<file path="config.mk">
export PLATFORM = sky130hd
export DESIGN_NAME = ghost_scheduler_flat
export DESIGN_NICKNAME = d
export VERILOG_FILES = /design/src/rtl/ghost_scheduler_if.sv /design/src/rtl/ghost_scheduler.sv /design/src/flat_wrapper.sv
export SDC_FILE = /design/constraint.sdc
export NUM_CORES = 1
export LEC_CHECK = 0
export ABC_AREA = 1
export CAP_MARGIN = 20
export CORE_ASPECT_RATIO = 0.5
export CORE_MARGIN = 2
export CORE_UTILIZATION = 34
export CTS_CLUSTER_SIZE = 24
export DETAILED_ROUTE_END_ITERATION = 7
export GPL_TIMING_DRIVEN = 0
export PLACE_DENSITY_LB_ADDON = 0.15
export SLEW_MARGIN = 25
export SYNTH_ARGS = -nofsm -noshare
export SYNTH_HDL_FRONTEND = slang
export SYNTH_SLANG_ARGS = --single-unit
</file>
<file path="constraint.sdc">
create_clock -name clock_50 -period 1.4 [get_ports clock_50]
set_input_delay 0.14 -clock clock_50 [delete_from_list [all_inputs] [get_ports clock_50]]
set_output_delay 0.14 -clock clock_50 [all_outputs]
set_load 0.005 [all_outputs]
</file>
<file path="src/rtl/ghost_scheduler_if.sv">
// Ghost scheduler port bundle: round control, ghost handshake, map port and status flags.
// Latency: none (signal bundle only).
// Backpressure: ghosts throttle the scheduler through ghost_is_ready; there is no other stall path.
interface ghost_scheduler_if;
  logic        frame_tick;
  logic [3:0]  ghost_is_ready;
  logic [3:0]  ghost_hit;
  logic [19:0] ghost_map_x;
  logic [19:0] ghost_map_y;
  logic [3:0]  ghost_start;
  logic [4:0]  map_x;
  logic [4:0]  map_y;
  logic        map_readwrite;
  logic        round_busy;
  logic        round_done;
  logic        pacman_caught;
  logic [1:0]  caught_id;
  logic        overrun;
  logic        timeout_err;

  // Scheduler side
  modport master (
    input  frame_tick, ghost_is_ready, ghost_hit, ghost_map_x, ghost_map_y,
    output ghost_start, map_x, map_y, map_readwrite, round_busy, round_done,
           pacman_caught, caught_id, overrun, timeout_err
  );

  // Ghost / game-logic side
  modport slave (
    output frame_tick, ghost_is_ready, ghost_hit, ghost_map_x, ghost_map_y,
    input  ghost_start, map_x, map_y, map_readwrite, round_busy, round_done,
           pacman_caught, caught_id, overrun, timeout_err
  );
endinterface

</file>
<file path="src/rtl/ghost_scheduler.sv">
// Ghost scheduler: sequences one compute round over 4 ghosts per frame_tick and owns the map port.
// Latency: ghost_start 1 cycle after accepted tick; map_x/map_y follow idx by 1 cycle; 3 cycles per ghost + ghost time.
// Backpressure: waits on each ghost's is_ready handshake; ticks during a round are dropped and flagged as overrun.
// Optional watchdog on the WAIT states: define GHOST_TIMEOUT_EN.
module ghost_scheduler #(
  parameter int NUM_GHOSTS     = 4,
  parameter int TIMEOUT_CYCLES = 63
) (
  input logic              clock_50,
  input logic              reset,
  ghost_scheduler_if.master gif
);

  typedef enum logic [2:0] {
    IDLE, START, WAIT_BUSY, WAIT_READY, SAMPLE, NEXT, DONE
  } state_t;

  localparam logic [1:0] LAST_IDX = 2'(NUM_GHOSTS - 1);

  // Only a 4-ghost round and a non-zero watchdog limit are meaningful.
  generate
    if (NUM_GHOSTS != 4 || TIMEOUT_CYCLES < 1) begin : g_unsupported_cfg
    end
  endgenerate

  state_t     state_q, state_d;
  logic [1:0] idx_q, idx_d;
  logic [4:0] map_x_q, map_y_q;
  logic       caught_q, caught_d;
  logic [1:0] caught_id_q, caught_id_d;
  logic       overrun_q, overrun_d;
  logic       ready_cur, hit_cur;

  assign ready_cur = gif.ghost_is_ready[idx_q];
  assign hit_cur   = gif.ghost_hit[idx_q];

`ifdef GHOST_TIMEOUT_EN
  localparam int CNT_W = $clog2(TIMEOUT_CYCLES + 1);
  localparam logic [CNT_W-1:0] CNT_LIMIT = CNT_W'(TIMEOUT_CYCLES);

  logic [CNT_W-1:0] cnt_q, cnt_d;
  logic             timeout_q, timeout_d;
  logic             expired;

  assign expired = (cnt_q == CNT_LIMIT);
`endif

  // Next-state, round bookkeeping and sticky flag updates
  always_comb begin
    state_d     = state_q;
    idx_d       = idx_q;
    caught_d    = caught_q;
    caught_id_d = caught_id_q;
    // Any tick outside IDLE is dropped, including the DONE->IDLE cycle.
    overrun_d   = overrun_q | (gif.frame_tick && (state_q != IDLE));
`ifdef GHOST_TIMEOUT_EN
    timeout_d   = timeout_q;
`endif
    case (state_q)
      IDLE: begin
        if (gif.frame_tick && !caught_q) begin
          state_d = START;
          idx_d   = 2'd0;
        end
      end
      START: state_d = WAIT_BUSY;
      WAIT_BUSY: begin
        if (!ready_cur) begin
          state_d = WAIT_READY;
`ifdef GHOST_TIMEOUT_EN
        end else if (expired) begin
          timeout_d = 1'b1;
          state_d   = NEXT;
`endif
        end
      end
      WAIT_READY: begin
        if (ready_cur) begin
          state_d = SAMPLE;
`ifdef GHOST_TIMEOUT_EN
        end else if (expired) begin
          timeout_d = 1'b1;
          state_d   = NEXT;
`endif
        end
      end
      SAMPLE: begin
        // First ghost to report a hit wins; later hits leave caught_id alone.
        if (hit_cur && !caught_q) begin
          caught_d    = 1'b1;
          caught_id_d = idx_q;
        end
        state_d = NEXT;
      end
      NEXT: begin
        if (idx_q == LAST_IDX) begin
          state_d = DONE;
        end else begin
          idx_d   = idx_q + 2'd1;
          state_d = START;
        end
      end
      DONE:    state_d = IDLE;
      default: state_d = IDLE;
    endcase
  end

`ifdef GHOST_TIMEOUT_EN
  // Watchdog counts cycles within one WAIT state and restarts on every state change
  always_comb begin
    cnt_d = '0;
    if ((state_d == state_q) && ((state_q == WAIT_BUSY) || (state_q == WAIT_READY))) begin
      cnt_d = cnt_q + 1'b1;
    end
  end

  // Watchdog registers
  always_ff @(posedge clock_50 or posedge reset) begin
    if (reset) begin
      cnt_q     <= '0;
      timeout_q <= 1'b0;
    end else begin
      cnt_q     <= cnt_d;
      timeout_q <= timeout_d;
    end
  end

  assign gif.timeout_err = timeout_q;
`else
  assign gif.timeout_err = 1'b0;
`endif

  // State, index and sticky status registers
  always_ff @(posedge clock_50 or posedge reset) begin
    if (reset) begin
      state_q     <= IDLE;
      idx_q       <= 2'd0;
      caught_q    <= 1'b0;
      caught_id_q <= 2'd0;
      overrun_q   <= 1'b0;
    end else begin
      state_q     <= state_d;
      idx_q       <= idx_d;
      caught_q    <= caught_d;
      caught_id_q <= caught_id_d;
      overrun_q   <= overrun_d;
    end
  end

  // Map coordinate of the active ghost, registered every cycle
  always_ff @(posedge clock_50 or posedge reset) begin
    if (reset) begin
      map_x_q <= 5'd0;
      map_y_q <= 5'd0;
    end else begin
      map_x_q <= gif.ghost_map_x[int'(idx_q) * 5 +: 5];
      map_y_q <= gif.ghost_map_y[int'(idx_q) * 5 +: 5];
    end
  end

  assign gif.ghost_start   = (state_q == START) ? (NUM_GHOSTS'(1) << idx_q) : '0;
  assign gif.map_x         = map_x_q;
  assign gif.map_y         = map_y_q;
  assign gif.map_readwrite = (state_q == WAIT_BUSY) || (state_q == WAIT_READY);
  assign gif.round_busy    = (state_q != IDLE);
  assign gif.round_done    = (state_q == DONE);
  assign gif.pacman_caught = caught_q;
  assign gif.caught_id     = caught_id_q;
  assign gif.overrun       = overrun_q;

endmodule

</file>
<file path="src/flat_wrapper.sv">
// flat-port wrapper written by rule: the top's interface ports become plain ports
module ghost_scheduler_flat 
#(
  parameter int NUM_GHOSTS     = 4,
  parameter int TIMEOUT_CYCLES = 63
)
  (clock_50, reset, gif_frame_tick, gif_ghost_is_ready, gif_ghost_hit, gif_ghost_map_x, gif_ghost_map_y, gif_ghost_start, gif_map_x, gif_map_y, gif_map_readwrite, gif_round_busy, gif_round_done, gif_pacman_caught, gif_caught_id, gif_overrun, gif_timeout_err);
  ghost_scheduler_if gif_i ();
  input logic clock_50;
  input logic reset;
  input wire logic [$bits(gif_i.frame_tick)-1:0] gif_frame_tick;
  input wire logic [$bits(gif_i.ghost_is_ready)-1:0] gif_ghost_is_ready;
  input wire logic [$bits(gif_i.ghost_hit)-1:0] gif_ghost_hit;
  input wire logic [$bits(gif_i.ghost_map_x)-1:0] gif_ghost_map_x;
  input wire logic [$bits(gif_i.ghost_map_y)-1:0] gif_ghost_map_y;
  output wire logic [$bits(gif_i.ghost_start)-1:0] gif_ghost_start;
  output wire logic [$bits(gif_i.map_x)-1:0] gif_map_x;
  output wire logic [$bits(gif_i.map_y)-1:0] gif_map_y;
  output wire logic [$bits(gif_i.map_readwrite)-1:0] gif_map_readwrite;
  output wire logic [$bits(gif_i.round_busy)-1:0] gif_round_busy;
  output wire logic [$bits(gif_i.round_done)-1:0] gif_round_done;
  output wire logic [$bits(gif_i.pacman_caught)-1:0] gif_pacman_caught;
  output wire logic [$bits(gif_i.caught_id)-1:0] gif_caught_id;
  output wire logic [$bits(gif_i.overrun)-1:0] gif_overrun;
  output wire logic [$bits(gif_i.timeout_err)-1:0] gif_timeout_err;
  assign gif_i.frame_tick = gif_frame_tick;
  assign gif_i.ghost_is_ready = gif_ghost_is_ready;
  assign gif_i.ghost_hit = gif_ghost_hit;
  assign gif_i.ghost_map_x = gif_ghost_map_x;
  assign gif_i.ghost_map_y = gif_ghost_map_y;
  assign gif_ghost_start = gif_i.ghost_start;
  assign gif_map_x = gif_i.map_x;
  assign gif_map_y = gif_i.map_y;
  assign gif_map_readwrite = gif_i.map_readwrite;
  assign gif_round_busy = gif_i.round_busy;
  assign gif_round_done = gif_i.round_done;
  assign gif_pacman_caught = gif_i.pacman_caught;
  assign gif_caught_id = gif_i.caught_id;
  assign gif_overrun = gif_i.overrun;
  assign gif_timeout_err = gif_i.timeout_err;
  ghost_scheduler #(.NUM_GHOSTS(NUM_GHOSTS), .TIMEOUT_CYCLES(TIMEOUT_CYCLES)) u_core (.clock_50(clock_50), .reset(reset), .gif(gif_i));
endmodule
</file>
Word-level counts from Yosys, hierarchy flattened:

Index checks and enable logic that the tools add are counted.

* input port bits: 51
* output and inout port bits: 22
* flip-flop bits (word level): 19

* order comparisons: 1
* add/subtract/negate cells: 1
* reduce and logical (&&, ||, !) cells: 11
* bitwise logic cells: 1
* shift-type cells: 3
* multiplexer cells: 13
* eq/ne operators: 11
* $mul: 1

Operator list (count)
* 20-bit by 32-bit variable part select with 5-bit output: 2
* 3-bit case mux with 6 select lines: 1
* 3-bit 2-to-1 mux: 4
* 3-bit equality test (second input constant): 3
* 3-bit by 2-bit equality test with 1-bit output (second input constant): 2
* 3-bit AND reduction: 2
* 2-bit by 3-bit multiplier with 5-bit output (second input constant): 1
* 1-bit binary-select mux with 2-bit select: 2
* 2-bit 2-to-1 mux: 2
* 4-bit 2-to-1 mux: 1
* 2-bit by 1-bit inequality test with 1-bit output (second input constant): 2
* 2-bit inequality test (second input constant): 2
* 2-bit case mux with 2 select lines: 1
* 1-bit by 2-bit left shift with 4-bit output (first input constant): 1
* 3-bit by 1-bit equality test with 1-bit output (second input constant): 1
* 1-bit logical AND: 3
* 3-bit zero test: 1
* 2-bit by 3-bit < comparator with 1-bit output (second input constant): 1
* 3-bit nonzero test: 1
* 2-bit by 1-bit adder with 2-bit output (second input constant): 1
* 2-bit equality test (second input constant): 1
* 1-bit 2-to-1 mux: 2
* 2-bit AND reduction: 1
* 2-bit nonzero test: 1
* other kinds (3): 3

Depth between registers and ports, before layout:

Gate-level depths: netlist of run 1.

* depth in word-level cells: 4
* mapped depth: 8
* mapped depth without buffers: 7

Least setup slack after synthesis of run 1:

No wires, ideal clock.

* path kind: register to register
* start point: register u_core.idx_q[0]
* end point: register u_core.idx_q[1]
* cell stages (with the launch flop): 9
* path slack: 0.053 ns
* path buffers: 2
* arrival: 1.230 ns
* period minus slack after synthesis: 1.347 ns
* data required time: 1.283 ns
* library setup time: 0.117 ns
* cell sequence: dfrtp_1 -> buf_4 -> inv_4 -> buf_2 -> ha_1 -> inv_1 -> nor2_1 -> nand4_1 -> nand2_1

* cells in the longest elaborated chain, start to end: 3

RTL lines
* start, declared: RTL line ghost_scheduler.sv:27 `logic [1:0] idx_q, idx_d;`
* start signal, assigned: RTL line ghost_scheduler.sv:143 `idx_q <= idx_d;`
* 2-bit by 1-bit adder with 2-bit output / 2-bit equality test (equally long branches): RTL line ghost_scheduler.sv:99, ghost_scheduler.sv:96
* 2-bit 2-to-1 mux / 2-bit inequality test (equally long branches)
* 2-bit case mux with 2 select lines / 3-bit AND reduction (equally long branches)

Parallel ways exist; a longest one is shown, timed or not. The select of a mux whose other input is x is not followed.
A chain may end at the register's enable or synchronous reset.

Final worst setup path of run 1:

* start point: register u_core.state_q[1]
* end point: output port gif_map_readwrite

* cells in the longest elaborated chain, start to end: 2

RTL lines
* start, declared: RTL line ghost_scheduler.sv:26 `state_t state_q, state_d;`
* start signal, assigned: RTL line ghost_scheduler.sv:142 `state_q <= state_d;`
* 3-bit by 2-bit equality test with 1-bit output: RTL line ghost_scheduler.sv:164 `assign gif.map_readwrite = (state_q == WAIT_BUSY) || (state_q == WAIT_READY);`
* 1-bit logical OR *: RTL line ghost_scheduler.sv:164
* end, declared: RTL line flat_wrapper.sv:19 `output wire logic [$bits(gif_i.map_readwrite)-1:0] gif_map_readwrite;`

Mark *: on every way between the ends. The rest lies on a longest branch, timed or not.

==> results of run 1 <==
## kinds of logic (layout without fill, tap and decap cells)
kind of cell | Yosys count | after routing | synth area share, %
other cells | 1 | 1 | 0.3093
flops | 19 | 19 | 39.22
fa+ha+maj | 4 | 4 | 4.128
compound gates | 33 | 33 | 15.07
simple gates | 80 | 80 | 30.44
buf+inv | 28 | 121 | 10.83
## cell usage after synthesis, types with 2 or more instances
cell / n
nand2_1: 30
inv_2: 3
o21ai_0: 20
inv_4: 2
inv_1: 14
buf_4: 2
nand3_1: 8
nand2_2: 2
nand4_1: 4
dfrtp_1: 19
nor2_1: 30
ha_1: 4
nand3_2: 2
o22ai_1: 10
buf_2: 5
## per-stage QoR
stage / instance area, um^2 / total power, mW / instances / setup WS [ns]
after floorplan: 1212 / 1.704 / 165 / 0.05321
after global placement: 1987 / 2.369 / 287 / -0.4741
after detailed placement: 1987 / 2.387 / 287 / -0.4779
after CTS: 2170 / 2.957 / 306 / 0.004656
after global routing: 2230 / 3.345 / 309 / -0.01578
final: 2230 / 3.103 / 309 / 0.03088
## worst max-delay path, stage by stage (launching register included)
cell and delay, ns:
dfrtp_2 0.45, buf_4 0.15, nand2_2 0.09, inv_1 0.04, dlygate4sd2_1 0.25
## area by class of cell
type / count / area share, %
plain buffers: 6 / 2.020
flip-flops and latches: 19 / 21.44
well taps: 51 / 2.862
clock buffers: 4 / 2.020
multi-input cells: 118 / 29.63
inverters: 19 / 3.760
repair buffers: 92 / 38.27
## registers in the layout, summed over array words and instances, names as in the netlist
register,flops
u_core.gif.map_x,5
u_core.gif.map_y,5
u_core.state_q,3
u_core.gif.caught_id,2
u_core.idx_q,2
u_core.gif.overrun,1
u_core.gif.pacman_caught,1
## how the worst max path moves through the flow
| stage | end | startpoint | depth (start not counted) | slack [ns] |
|---|---|---|---|---|
| after floorplan | u_core.idx_q[1]$_DFFE_PP0P_ | u_core.idx_q[0]$_DFFE_PP0P_ | 8 | 0.05 |
| after global placement | gif_ghost_start[2] | u_core.idx_q[0]$_DFFE_PP0P_ | 7 | -0.47 |
| after detailed placement | gif_ghost_start[2] | u_core.idx_q[0]$_DFFE_PP0P_ | 7 | -0.48 |
| after CTS | gif_ghost_start[3] | u_core.idx_q[1]$_DFFE_PP0P_ | 5 | 0.005 |
| after global routing | gif_ghost_start[3] | u_core.state_q[2]$_DFFE_PP0P_ | 5 | -0.02 |
| final | gif_map_readwrite | u_core.state_q[1]$_DFFE_PP0P_ | 4 | 0.03 |
## where the power goes
| part | total [mW] | switching [mW] | leakage, nW | internal (mW) |
|---|---|---|---|---|
| sequential | 0.783 | 0.0716 | 0.223 | 0.712 |
| clock | 0.392 | 0.189 | 0.0228 | 0.202 |
| combinational | 1.93 | 0.966 | 0.779 | 0.962 |
## timing repair
| action | in CTS | in global routing |
|---|---|---|
| pin swaps | 1 | 4 |
| setup buffers | 16 | 5 |
| endpoints found under the setup margin | 8 | 17 |
| resized for setup | 31 | 12 |
## metal layers
layer  routed length, um  track usage [%]
met5                   0                0
met4                  16            4.242
met3                 283            6.631
met2                1869            34.89
met1                1537            22.78
==> summary.txt, run 1 <==
GRT
  • Global route overflow: 0
  • Largest net degree at the start of global routing: 20
  • Initial antenna violation count: 0
  • Vias in the first global route: 1,372
  • Gr usage total: slightly below 20%
  • First-pass GRT wire length: 5927 um

Logic synthesis
  • #FFs+latches synth: 19
  • Synth top area cells: dfrtp_1 (39%), nand2_1 (9.3%), nor2_1 (9.3%)
  • Yosys top cell area share: 39.22%
  • Post-Syn Area: 1212 um^2
  • Post-synth top area cell: dfrtp_1
  • Yosys warns: 0
  • Synth Net Count: 220
  • Syn Area/Cell: 7.348 um^2
  • Post-synthesis sequential area ratio: roughly two fifths
  • Count of different cell masters after synthesis: 25
  • Ys async rst share: 100.0%
  • Main synth FF type: dfrtp_1
  • Post-synthesis cell count: 165
  • Post-synth EDFFs: 0

Critical path
  • Kind of start point of the critical path: flop
  • WP data required: 1.26 ns
  • Worst reg2reg startpoint: u_core.state_q[1]$_DFFE_PP0P_
  • R2R setup slack: 0.08 ns
  • Critical Path AT: between 1 and 1.5 ns
  • R2R cell count: 9
  • Kind of critical path: flop to output port
  • Reg-to-Reg End: u_core.idx_q[0]$_DFFE_PP0P_
  • Element type at the critical path end: output port
  • Worst Path Max Fanout: 5

Detailed routing
  • Via density: between 4 and 5
  • Final WL: 3706 um
  • Routed WL per cell: 11.99 um
  • Via Count: 1,458
  • DRC viols: 0
  • Drt first pass iters: 6
  • DRT iter0 DRCs: 46
  • Final antenna-violating net count: 0

Finish
  • Commonest non-fill, non-tap cell in the layout: clkdlybuf4s50_1
  • Fin nets: between 300 and 400
  • Multi-input logic area: 660.6 um^2
  • Most frequent cells in the layout: clkdlybuf4s50_1 (64), nor2_1 (29), nand2_1 (28)
  • Layout cells sized above 1: 22.87%
  • Fin util: 65.27%
  • # diodes: 0
  • Sequential standard cell area: between 400 and 500 um^2
  • Synth-to-Final Area Change: 83.90%
  • Fillcell total: 292

Power and ir drop
  • VDD IR max: 0.5562 mV
  • Static Leak: between 1 and 1.5 nW
  • Cell Pwr Density: approximately 1400 nW/um^2

Timing
  • Setup repair after global routing missed its margin: yes
  • Post-route minimum period: 1.369 ns
  • Setup TNS: 0 ns
  • Final Max Tran Viols: 0
  • Max frequency: 730.4 MHz
  • Final Skew: 0.008102 ns
  • Worst slew pin tran: 0.7517 ns
  • Endpoints failing hold: 0
  • Relative slew slack: 49.83%
  • Final period utilization: 97.79%
  • # setup viols final: 0
  • WHS: approximately 0.31 ns

Placement
  • Dpl hpwl: 2645 um
  • # port buffers: 71
  • Routability cong.: around 0.89

Clock network
  • H-tree depth: 1
  • CTS tree: yes
  • Clock Pin Slew Worst Setup and Hold Paths: 0.08 ns
  • Clock Sinks: 19
  • Clock Tree Buf Depth: 2
  • CTS root buf: clkbuf_8
  • Hold_buf cts: 0
  • Worst-skew pair later-pin latency: ~0.26 ns
  • CTS buffer count: 3

Floorplan
  • Width of the die: 88.45 um
  • Core area: 3416 um^2
  • Die Area: 4089 um^2
  • Die Y: between 40 and 50 um
  • Starting Density: approximately 35%
  • Row count: 15
  • IO Pins: 73

Status
  • Status: finished, final reports clean

Min path
  • Min-Delay Path Class: primary input to async pin

Job
  • Max-cap viol count: 0
No activity file was read; power rests on OpenSTA's default activity.
==> run 2, diff against run 1 <==
--- a/config.mk
+++ b/config.mk
@@ -18,3 +18,4 @@
 export SYNTH_ARGS = -nofsm -noshare
 export SYNTH_HDL_FRONTEND = slang
 export SYNTH_SLANG_ARGS = --single-unit
+export TNS_END_PERCENT = 50
==> constraint.sdc (replaced) <==
create_clock -name clock_50 -period 1.4 [get_ports clock_50]
set_input_delay 0.14 -clock clock_50 [delete_from_list [all_inputs] [get_ports clock_50]]
set_output_delay 0.14 -clock clock_50 [all_outputs]
set_load 0.02 [all_outputs]
==> summary.txt, run 2 (synthesis results as in run 1) <==
Status
  • Status: finished, violations left
  • Failing checks: negative setup slack

Floorplan
  • Die Area: 4089 um^2 (unchanged)
  • Width of the die: 88.45 um (unchanged)
  • Starting Density: 35.49% (unchanged)
  • Die Y: 46.23 um (unchanged)
  • IO Pins: 73 (unchanged)
  • Row count: 15 (unchanged)
  • Core area: 3416 um^2 (unchanged)

Detailed routing
  • DRT iter0 DRCs: 53 (+15%)
  • Final WL: 3831 um (+3.4%)
  • Drt first pass iters: 4 (-2)
  • Via density: 4.722 (about the same)
  • Routed WL per cell: 12.52 um (+4.4%)
  • DRC viols: 0 (unchanged)
  • Via Count: 1,445 (-0.89%)
  • Final antenna-violating net count: 0 (unchanged)

Timing
  • Endpoints failing hold: 0 (unchanged)
  • Relative slew slack: 48.79% (-1.0 points)
  • Worst slew pin tran: 0.7674 ns (+0.01571 ns)
  • # setup viols final: 2 (+2)
  • Final period utilization: 100.7% (+2.9 points)
  • Setup repair after global routing missed its margin: yes
  • Max frequency: 709.5 MHz (-2.9%)
  • Setup TNS: -0.01170 ns (-0.01170 ns)
  • Final Skew: 0.007221 ns (-0.0008818 ns)
  • Final Max Tran Viols: 0 (unchanged)
  • Final worst-path setup slack: -0.009394 ns (-0.04027 ns)
  • Post-route minimum period: 1.409 ns (+0.04027 ns)

Clock network
  • Clock Tree Buf Depth: 2 (unchanged)
  • CTS tree: yes
  • CTS root buf: clkbuf_8
  • Clock Pin Slew Worst Setup and Hold Paths: 0.08 ns (about the same)
  • Worst-skew pair later-pin latency: 0.26 ns (about the same)
  • H-tree depth: 1 (unchanged)
  • Clock Sinks: 19 (unchanged)
  • CTS buffer count: 3 (unchanged)

Finish
  • Fin cells: 306 (-0.97%)
  • Fillcell total: 296 (+1.4%)
  • Sequential standard cell area: 478.0 um^2 (unchanged)
  • Fin nets: 311 (-0.96%)
  • Synth-to-Final Area Change: 83.49%
  • Multi-input logic area: 668.1 um^2 (+1.1%)
  • Layout cells sized above 1: 25.10% (+2.2 points)
  • Commonest non-fill, non-tap cell in the layout: clkdlybuf4s50_1
  • Most frequent cells in the layout: clkdlybuf4s50_1 (61), nand2_1 (28), nor2_1 (28)
  • # diodes: 0 (unchanged)

Critical path
  • R2R cell count: 9 (unchanged)
  • Reg-to-Reg End: u_core.state_q[2]$_DFFE_PP0P_
  • Crit-path slowest cell: dfrtp_2
  • Worst Path Max Fanout: 4 (-1)
  • CP cell instances: inv_2 -> buf_6 -> ha_4 -> inv_2 -> nor2_1 -> buf_4
  • Element type at the critical path end: output port
  • Worst reg2reg startpoint: u_core.idx_q[0]$_DFFE_PP0P_
  • Kind of critical path: flop to output port
  • R2R setup slack: 0.05 ns (-0.03 ns)
  • Max incr delay on CP: 0.45 ns (about the same)
  • Crit path top cell by count: inv_2
  • WP data required: 1.26 ns (about the same)
  • Kind of start point of the critical path: flop
  • Critical Path AT: 1.27 ns (+0.04 ns)

Power and ir drop
  • Static Leak: 1.026 nW (+0.16%)
  • Cell Pwr Density: 1432 nW/um^2 (+2.9%)
  • VDD IR max: 0.5586 mV (+0.43%)

GRT
  • Gr usage total: 18.24% (-1.1 points)
  • Global route overflow: 0 (unchanged)
  • Initial antenna violation count: 0 (unchanged)
  • First-pass GRT wire length: 5575 um (-5.9%)
  • Largest net degree at the start of global routing: 20 (unchanged)
  • Vias in the first global route: 1,241 (-9.5%)

Placement
  • Dpl hpwl: 2694 um (+1.8%)
  • Routability cong.: 0.9140 (+2.9%)
  • Pre-CTS setup slack: -0.5734 ns (-0.09543 ns)
  • Placed cells: 287 (unchanged)
  • # port buffers: 71 (unchanged)

Min path
  • Min-Delay Path Class: primary input to async pin

Job
  • Max-cap viol count: 0 (unchanged)
## run 2: changes by cell type in the layout (fill, tap and decap cells not counted), sizes merged
| cell | change |
|---|---|
| buf | -3 |
| dlygate4sd2 | -2 |
| dlymetal6s2s | +3 |
| clkdlybuf4s15 | -1 |
| clkdlybuf4s50 | -3 |
| clkbuf | +3 |
## run 2: critical path, delay by kind of cell (launching register included)
family	cells	cell delay, ns
simple gates	1	0.07
fa+ha+maj	1	0.12
buf+inv	4	0.36
flops	1	0.45
## run 2: per-stage QoR
| step | area (um^2) | hold WS, ns | util [%] | total power, mW |
|---|---|---|---|---|
| final | 2225 | 0.3155 | 65.13 | 3.185 |
| after global routing | 2225 | 0.3912 | 65.13 | 3.420 |
| after CTS | 2153 | 0.3519 | 63.04 | 3.113 |
| after detailed placement | 1989 | 0.4619 | 58.24 | 2.580 |
| after global placement | 1989 | 0.4422 | 58.24 | 2.558 |
| after floorplan | 1215 | 0.09113 | - | 1.896 |
## run 2: power breakdown
part / internal [mW] / leakage (nW) / switching [mW] / total, mW
combinational: 0.889 / 0.780 / 1.10 / 1.99
clock: 0.203 / 0.0228 / 0.192 / 0.395
sequential: 0.711 / 0.223 / 0.0895 / 0.801
## run 2: final cells by class
type	instances	area share (%)
Buffer	8	2.868
Sequential cell	19	21.48
Tap cell	51	2.868
Multi-Input combinational cell	118	30.03
Timing Repair Buffer	87	37.06
Clock buffer	4	2.025
Inverter	19	3.656
## run 2: repair_timing
| item | in CTS | in global routing |
|---|---|---|
| pin swaps | 1 | 5 |
| hold buffers | 0 | 0 |
| setup buffers | 13 | 3 |
| endpoints found under the setup margin | 8 | 22 |
| gates resized for setup | 38 | 26 |
## run 2: layer usage
| layer | vias up | track usage, % | routed length (um) |
|---|---|---|---|
| met4 | 0 | 3.030 | 38 |
| met3 | 4 | 5.914 | 283 |
| met2 | 57 | 31.88 | 1913 |
| met1 | 671 | 22.87 | 1594 |
| li1 | 713 | - | - |
| met5 | - | 0 | 0 |
## run 2: how the worst max path moves through the flow
stage / start / end / slack (ns) / cells after the start
after detailed placement: u_core.idx_q[0]$_DFFE_PP0P_ / gif_ghost_start[0] / -0.57 / 7
after CTS: u_core.idx_q[1]$_DFFE_PP0P_ / gif_ghost_start[1] / -0.03 / 6
after global placement: u_core.idx_q[0]$_DFFE_PP0P_ / gif_ghost_start[2] / -0.57 / 7
after floorplan: u_core.idx_q[0]$_DFFE_PP0P_ / gif_ghost_start[0] / -0.01 / 6
after global routing: u_core.idx_q[1]$_DFFE_PP0P_ / gif_ghost_start[0] / -0.07 / 6
final: u_core.idx_q[1]$_DFFE_PP0P_ / gif_ghost_start[0] / -0.009 / 6
==> run 3, diff against run 2 <==
--- a/config.mk
+++ b/config.mk
@@ -13,6 +13,7 @@
 export CTS_CLUSTER_SIZE = 24
 export DETAILED_ROUTE_END_ITERATION = 7
 export GPL_TIMING_DRIVEN = 0
+export MAX_ROUTING_LAYER = met4
 export PLACE_DENSITY_LB_ADDON = 0.15
 export SLEW_MARGIN = 25
 export SYNTH_ARGS = -nofsm -noshare
==> summary.txt, run 3 (synthesis results as in run 1) <==
Detailed routing
  • DRT iter0 DRCs: 70 (+32%)
  • Final WL: 3659 um (-4.5%)
  • Drt first pass iters: 4 (unchanged)
  • Via Count: 1,431 (-0.97%)
  • Via density: 4.692 (-0.64%)
  • Routed WL per cell: 12.00 um (-4.2%)
  • DRC viols: 0 (unchanged)
  • Final antenna-violating net count: 0 (unchanged)

GRT
  • Largest net degree at the start of global routing: 20 (unchanged)
  • Initial antenna violation count: 0 (unchanged)
  • Global route overflow: 0 (unchanged)
  • Vias in the first global route: 1,272 (+2.5%)
  • First-pass GRT wire length: 5782 um (+3.7%)
  • Gr usage total: 19.17% (+0.93 points)

Power and ir drop
  • Total Power: 3.155 mW (-0.93%)
  • VDD IR max: 0.5548 mV (-0.68%)
  • Static Leak: 0.9989 nW (-2.6%)
  • Cell Pwr Density: 1433 nW/um^2 (about the same)

Job
  • Max-cap viol count: 0 (unchanged)

Critical path
  • CP startpoint: u_core.idx_q[1]$_DFFE_PP0P_
  • Crit-path slowest cell: dfrtp_2
  • Worst Path Max Fanout: 4 (unchanged)
  • Reg-to-Reg End: u_core.state_q[2]$_DFFE_PP0P_
  • R2R cell count: 9 (unchanged)
  • Worst reg2reg startpoint: u_core.idx_q[0]$_DFFE_PP0P_
  • WP data required: 1.26 ns (about the same)
  • R2R setup slack: 0.04 ns (about the same)
  • Kind of start point of the critical path: flop
  • Crit path top cell by count: inv_2
  • CP cell instances: inv_2 -> buf_6 -> ha_4 -> inv_2 -> nor2_1 -> buf_4
  • Critical Path AT: 1.31 ns (+0.04 ns)
  • Max incr delay on CP: 0.45 ns (about the same)
  • Element type at the critical path end: output port
  • Kind of critical path: flop to output port

Timing
  • Worst slew pin tran: 0.7474 ns (-0.01997 ns)
  • Post-route minimum period: 1.454 ns (+0.04492 ns)
  • Final worst-path setup slack: -0.05432 ns (-0.04492 ns)
  • Endpoints failing hold: 0 (unchanged)
  • Max frequency: 687.6 MHz (-3.1%)
  • Final period utilization: 103.9% (+3.2 points)
  • Final Max Tran Viols: 0 (unchanged)
  • # setup viols final: 2 (unchanged)
  • Relative slew slack: 50.12% (+1.3 points)
  • Final Skew: 0.002547 ns (-0.004674 ns)
  • Setup repair after global routing missed its margin: yes

Clock network
  • Worst-skew pair later-pin latency: 0.26 ns (about the same)
  • CTS tree: yes
  • Hold_buf cts: 0 (unchanged)
  • CTS buffer count: 3 (unchanged)
  • CTS root buf: clkbuf_8
  • Clock Pin Slew Worst Setup and Hold Paths: 0.07 ns (about the same)
  • H-tree depth: 1 (unchanged)
  • Clock Sinks: 19 (unchanged)
  • Clock Tree Buf Depth: 2 (unchanged)

Floorplan
  • IO Pins: 73 (unchanged)
  • Die Area: 4089 um^2 (unchanged)
  • Die Y: 46.23 um (unchanged)
  • Width of the die: 88.45 um (unchanged)
  • Core area: 3416 um^2 (unchanged)
  • Starting Density: 35.49% (unchanged)
  • Row count: 15 (unchanged)

Min path
  • Min-Delay Path Class: primary input to async pin

Finish
  • Most frequent cells in the layout: clkdlybuf4s50_1 (63), nand2_1 (29), nor2_1 (28)
  • # diodes: 0 (unchanged)
  • Multi-input logic area: 660.6 um^2 (-1.1%)
  • Synth-to-Final Area Change: 81.63%
  • Sequential standard cell area: 478.0 um^2 (unchanged)
  • Layout cells sized above 1: 23.62% (-1.5 points)
  • Fin util: 64.47% (-0.66 points)
  • Commonest non-fill, non-tap cell in the layout: clkdlybuf4s50_1
  • Fin nets: 310 (-0.32%)
  • Fillcell total: 297 (+0.34%)
  • Design area: 2202 um^2 (-1.0%)

Placement
  • Placed instance area: 1989 um^2 (unchanged)
  • Routability cong.: 0.8836 (-3.3%)
  • Dpl hpwl: 2634 um (-2.2%)
  • # port buffers: 71 (unchanged)

Status
  • Failing checks: negative setup slack
  • Status: finished, violations left
[run 3: per-stage QoR]
stage                     hold WS, ns  setup slack [ns]  setup TNS (ns)  cells
after global placement         0.4415           -0.5679          -2.071    287
after detailed placement       0.4541           -0.5708          -2.127    287
after global routing           0.4034          -0.08868         -0.4207    305
final                          0.3048          -0.05432        -0.07706    305
after floorplan               0.09113          -0.01259        -0.01259    165
after CTS                      0.3503          -0.03306        -0.05693    303
[run 3: cell type report]
type | instances | area share, %
Buffer | 8 | 2.898
Inverter | 19 | 3.693
Clock buffer | 4 | 2.045
Tap cell | 51 | 2.898
Sequential cell | 19 | 21.70
Timing Repair Buffer | 86 | 36.76
Multi-Input combinational cell | 118 | 30.00
[run 3: worst max-delay path by stage]
stage	slack, ns	cells past startpoint	end
global route	-0.09	6	gif_ghost_start[1]
floorplan	-0.01	6	gif_ghost_start[0]
detailed placement	-0.57	7	gif_ghost_start[2]
global placement	-0.57	7	gif_ghost_start[2]
CTS	-0.03	6	gif_ghost_start[1]
finish	-0.05	6	gif_ghost_start[1]
[run 3: worst max-delay path, delay by kind of cell (launching register included)]
kind                       cells  cell delay, ns
adders and majority gates      1            0.12
buffers and inverters          4            0.38
DFF                            1            0.45
and+or+nand+nor                1            0.11
[run 3: per-layer routing]
metal,wire length (um),global-route usage (%),up-vias
met5,0,-,-
met2,1759,31.58,57
met3,253,4.659,4
met4,43,4.848,0
met1,1602,24.18,659
li1,-,-,711
[run 3: what timing repair did]
item	4_1_cts	5_1_grt
buffers inserted	13	2
endpoints found under the setup margin	8	20
pin swaps	2	5
gates resized for setup	38	21
[run 3: report_power, final]
part / switching (mW) / internal (mW) / total [mW] / leakage, nW
sequential: 0.0969 / 0.712 / 0.808 / 0.223
combinational: 1.09 / 0.867 / 1.96 / 0.754
clock: 0.188 / 0.203 / 0.391 / 0.0228
total: 1.37 / 1.78 / 3.16 / 0.999
